File: config.mk
export PLATFORM = sky130hd
export DESIGN_NAME = tlight_v2
export DESIGN_NICKNAME = d
export VERILOG_FILES = /design/src/rtl/tlight_v2.sv
export SDC_FILE = /design/constraint.sdc
export NUM_CORES = 1
export LEC_CHECK = 0
export ABC_AREA = 1
export CAP_MARGIN = 20
export CORE_AREA = 4 4 41 43
export CTS_BUF_LIST = sky130_fd_sc_hd__clkbuf_2
export DETAILED_ROUTE_END_ITERATION = 8
export DIE_AREA = 0 0 45 47
export DONT_BUFFER_PORTS = 1
export HOLD_SLACK_MARGIN = 0.15
export SETUP_SLACK_MARGIN = 0.4
export SLEW_MARGIN = 20
export SYNTH_ARGS = -nofsm -noshare
export SYNTH_HDL_FRONTEND = slang
export SYNTH_SLANG_ARGS = --single-unit
File: constraint.sdc
create_clock -name clock -period 1.6 [get_ports clock]
set_clock_uncertainty 0.15 [all_clocks]
set_input_delay 0.16 -clock clock [delete_from_list [all_inputs] [get_ports clock]]
set_output_delay 0.16 -clock clock [all_outputs]
set_load 0.01 [all_outputs]
File: src/rtl/tlight_v2.sv
// tlight_v2: two-way traffic-light Moore FSM (clock, async reset -> ns/we light controls)
package tlight_package;
  typedef enum logic [1:0] {RED, YELLOW, GREEN} tlight_control_t;
endpackage

module tlight_v2
  import tlight_package::*;
#(
  parameter int READY_TIME = 3,
  parameter int GO_TIME    = 15,
  parameter int STOP_TIME  = 1
) (
  input  logic            clock,
  input  logic            reset,
  output tlight_control_t ns,
  output tlight_control_t we
);
  typedef enum logic [2:0] {
    RESET, WE_READY_TO_GO, WE_GO, WE_PREPARE_TO_STOP, NS_READY_TO_GO, NS_GO, NS_PREPARE_TO_STOP
  } state_t;
  state_t     state, state_d;
  logic [3:0] timer, timer_d;
  always_comb begin
    case (state)
      RESET:              state_d = WE_READY_TO_GO;
      WE_READY_TO_GO:     state_d = WE_GO;
      WE_GO:              state_d = WE_PREPARE_TO_STOP;
      WE_PREPARE_TO_STOP: state_d = NS_READY_TO_GO;
      NS_READY_TO_GO:     state_d = NS_GO;
      NS_GO:              state_d = NS_PREPARE_TO_STOP;
      NS_PREPARE_TO_STOP: state_d = WE_READY_TO_GO;
      default:            state_d = RESET;
    endcase
  end
  always_comb begin
    timer_d = (state_d == WE_READY_TO_GO || state_d == NS_READY_TO_GO) ? 4'(READY_TIME - 1) :
              (state_d == WE_GO || state_d == NS_GO) ? 4'(GO_TIME - 1) :
              (state_d == WE_PREPARE_TO_STOP || state_d == NS_PREPARE_TO_STOP) ? 4'(STOP_TIME - 1) : 4'd0;
  end
  // an illegal encoding maps to RESET and leaves at once instead of waiting out its timer
  always_ff @(posedge clock or posedge reset) begin
    if (reset) begin
      state <= RESET;
      timer <= 4'd0;
    end else if (timer == 4'd0 || state_d == RESET) begin
      state <= state_d;
      timer <= timer_d;
    end else begin
      timer <= timer - 4'd1;
    end
  end
  always_comb begin
    ns = (state == NS_GO) ? GREEN :
         (state == NS_READY_TO_GO || state == NS_PREPARE_TO_STOP) ? YELLOW : RED;
    we = (state == WE_GO) ? GREEN :
         (state == WE_READY_TO_GO || state == WE_PREPARE_TO_STOP) ? YELLOW : RED;
  end
endmodule

==> Yosys cells after proc, flatten, opt, wreduce, memory -nomap -nowiden <==
Cells that the tools add are included.
{ "op_classes": {"eq_ne": 10, "addsub": 1, "mux": 8, "reduce_logical": 9} }
{ "op_table": {"columns": ["cell", "count"], "rows": [
  ["$pmux W3 S6", 1],
  ["$eq A3 B3 Y1 const B", 5],
  ["$mux W4", 3],
  ["$eq A3 B2 Y1 const B", 3],
  ["$eq A3 B1 Y1 const B", 2],
  ["$logic_not A3 Y1", 2],
  ["$logic_or A1 B1 Y1", 5],
  ["$logic_not A4 Y1", 1],
  ["$mux W2", 2],
  ["$sub A4 B1 Y4 const B", 1],
  ["$mux W1", 2],
  ["$reduce_or A2 Y1", 1]
]} }
{ "totals": {"out_inout_bits": 4, "input_bits": 2, "word_cells": 30, "register_bits": 7} }

==> Longest topological paths before layout <==
{ "logic_depth": {"ltp_word": 8, "mapped_depth": 7, "mapped_depth_nobuf": 7} }

==> Least setup slack after synthesis <==
OpenSTA, ideal clock, no wires.
{ "synth_path": {"path_kind": "reg2reg", "from": "register timer[0]", "to": "register timer[3]", "path_stages_with_launch": 8, "setup_time_ps": 117, "path_slack_ps": 394, "t_arrival_ps": 939, "required_time_ps": 1333, "path_buffers": 0, "synth_period_minus_slack_ps": 1206, "cell_sequence": "dfrtp_1 > inv_1 > ha_1 > nand2_1 > nand2_2 > inv_2 > nand2_1 > nand2_1"} }
{ "synth_between": {"elab_chain_cells": 3, "elab_cells_between_ends": 4, "classes_between": "add/sub: 1; mux: 1; reduce/logical: 2"} }
{ "synth_lines": {"columns": ["item", "line", "rtl"], "rows": [
  ["from (decl)", "22", "logic [3:0] timer, timer_d;"],
  ["from (signal assigned)", "47", "timer <= timer_d;"],
  ["from (signal assigned)", "49", "timer <= timer - 4'd1;"],
  ["parallel branches: the longest is 2 deep, another holds $sub A4 B1 Y4", null, null],
  ["$mux W4 *", "45", "end else if (timer == 4'd0 || state_d == RESET) begin"]
]} }
Mark *: on every way between the ends.
A chain may end at the register's enable or synchronous reset.

==> Final worst setup path <==
{ "layout_path": {"from": "register state[1]", "to": "output ns[1]"} }
{ "layout_between": {"elab_chain_cells": 2} }
{ "layout_lines": {"columns": ["item", "line", "rtl"], "rows": [
  ["from (decl)", "21", "state_t state, state_d;"],
  ["from (signal assigned)", "46", "state <= state_d;"],
  ["$eq A3 B3 Y1", "53", "ns = (state == NS_GO) ? GREEN :"],
  ["$mux W2", "53", null],
  ["to (decl)", "15", "output tlight_control_t ns,"]
]} }
No other way between the ends.

==> results.sh <==
export IMPL_grt_pass1_wl_um=1690
export IMPL_grt_max_degree=8
export IMPL_num_antenna_cells=0
export IMPL_vias=417
export IMPL_fin_hold_ws_ns=0.127
export IMPL_num_io_pins=6
export IMPL_ant_nets=0
export IMPL_place_area_um2=410
export IMPL_min_period_over_period_pct=79.8
export IMPL_core_um2=1300
export IMPL_cts_buffer_depth=2
export IMPL_status="finished, final reports clean"
export IMPL_start_util_pct=29.7
export IMPL_dieHeight_um=47
export IMPL_synth_top_area_share_pct=45.3
export IMPL_htreeDepth=1
export IMPL_viasPerCell=4.96
export IMPL_post_route_cell_area_um2=603
export IMPL_gp_congestion=0.782
export IMPL_cellPowerDensity_nw_per_um2=525
export IMPL_mostFrequentLayoutCell="nand2_1"
export IMPL_cts_tree="built"
export IMPL_wirelength_um=1150
export IMPL_num_rows=13
export IMPL_final_min_clock_period_ns=1.28
export IMPL_slowest_delay_ns=0.47
export IMPL_synth_cell_types=13
export IMPL_portBuffers=0
export IMPL_ys_seq_area_share_pct=45.3
export IMPL_crit_type="register to output port"
export IMPL_worst_ep_arrival_time_ns=0.97
export IMPL_wl_per_cell_um=13.6
export IMPL_grt_overflow=0
export IMPL_slowest_stage="dfrtp_2"
export IMPL_cp_depth=1
export IMPL_clock_latency_ns=0.24
export IMPL_fin_util_pct=46.3
export IMPL_layout_common_cells="nand2_1, buf_4, nand2_2, clkbuf_2, dfrtp_1"
export IMPL_die_width_um=45
export IMPL_nets=73
export IMPL_finalSetupViolCount=0
export IMPL_hpwl_um=561
export IMPL_drt_pass1_iter_count=4
export IMPL_min_delay_path_class="input port to asynchronous set/reset pin"
export IMPL_tightest_slew_ns=0.274
export IMPL_ys_top_cells_by_area="dfrtp_1, nand2_1, nand3_1, inv_1, o21ai_0"
export IMPL_drc=0
export IMPL_ir_drop_uv=319
export IMPL_hold_viol=0
export IMPL_final_max_slew_violation_count=0
export IMPL_fillCellCount=130
export IMPL_slew_headroom_pct=81.7
export IMPL_rr_worst_depth=5
export IMPL_synth_nets=57
export IMPL_cts_root_buffer="clkbuf_2"
export IMPL_synth_area_leader_cell="dfrtp_1"
export IMPL_drv_cap=0
export IMPL_grt_pass1_vias=379
export IMPL_end_kind="output port"
export IMPL_cts_buffers=3
export IMPL_grt_util_all_layers_pct=11.9
export IMPL_synth_cells=54
export IMPL_syn_to_final_growth_pct=56.0
export IMPL_required_ns=1.29
export IMPL_cpLargestDelayFamily="flip-flops"
export IMPL_drive_gt1_share_pct=52.2
export IMPL_hold_buffers=1
export IMPL_path_cells="nor3_4"
export IMPL_yosys_warnings=0
export IMPL_die_area_um2=2120
export IMPL_worstPathMaxFanout=5
export IMPL_tns_ns=0
export IMPL_clk_pin_slew_ns=0.07
export IMPL_avgSynthCellArea_um2=7.16
export IMPL_drt_initial_drc_count=14
export IMPL_p_leak_nw=0.322
export IMPL_ys_ff_latch=7
export IMPL_fmax_mhz=783
export IMPL_critPathBufInv=0
export IMPL_antenna_found_initial=0
export IMPL_start_kind="register"
export IMPL_clock_sinks=7
export IMPL_syn_area_um2=387
export IMPL_rsz0062_at_grt="true"
==> area by class of cell <==
type,count,area (um^2),area share [%]
Tap cell,15,18.8,3.11
Timing Repair Buffer,11,92.6,15.4
Sequential cell,7,179,29.7
Inverter,9,43.8,7.26
Clock buffer,4,20.0,3.32
Multi-Input combinational cell,38,249,41.3
==> kinds of logic (layout without fill, tap and decap cells) <==
kind of cell    Yosys count  in the layout  synth area share [%]
compound gates            3              3                  3.88
xor+xnor                  1              1                  2.27
fa+ha+maj                 1              1                  3.24
buf+inv                   9             24                  8.74
flops                     7              7                  45.3
simple gates             33             33                  36.6
==> repair_timing <==
action                                  CTS  global route
pin swaps                                 5             6
buffers inserted                          7             3
endpoints found under the setup margin   10            10
hold endpoints to repair                  7             7
gates resized for setup                  16            10
==> where the power goes <==
group	internal, W	leakage [nW]	switching [W]
clock network	0.0000664	0.0166	0.0000679
registers	0.000177	0.0738	0
logic	0.00000179	0.232	0.00000360
total	0.000245	0.322	0.0000715
==> worst paths after layout <==
check | start | endpoint | slack (ns)
max | state[1] | ns[1] | 0.32
min | reset | state[2] | 0.13
max reg2reg | state[1] | timer[1] | 0.36
min reg2reg | timer[0] | timer[0] | 0.29
max in group asynchronous | reset | state[1] | 0.93
min in group clock | timer[0] | timer[0] | 0.29
==> metal layers <==
| metal | part of all wire (%) | track usage (%) | vias up |
|---|---|---|---|
| met5 | 0 | 0 | - |
| met4 | 1.5 | 4.09 | 0 |
| met3 | 7.9 | 7.28 | 5 |
| met2 | 58 | 20.6 | 22 |
| met1 | 32 | 11.7 | 194 |
| li1 | - | - | 196 |
==> synthesized netlist by cell type <==
cell,number
nand2_2,1
inv_1,6
xor2_1,1
inv_2,3
nor2_1,4
dfrtp_1,7
ha_1,1
o21ai_0,3
or2_1,1
nand3_1,5
nand2_1,19
nor3_1,1
nor2_2,2
==> state kept, by name, summed over array words and instances, names as in the netlist <==
signal and cells:
state 3, timer 4
==> through the flow <==
stage	worst slack (ns)	total power, W	cells
floorplan	0.413	0.000183	54
global placement	0.323	0.000184	69
detailed placement	0.326	0.000184	69
CTS	0.339	0.000318	81
global route	0.271	0.000338	84
finish	0.323	0.000316	84
Power figures use the tool's default switching activity.
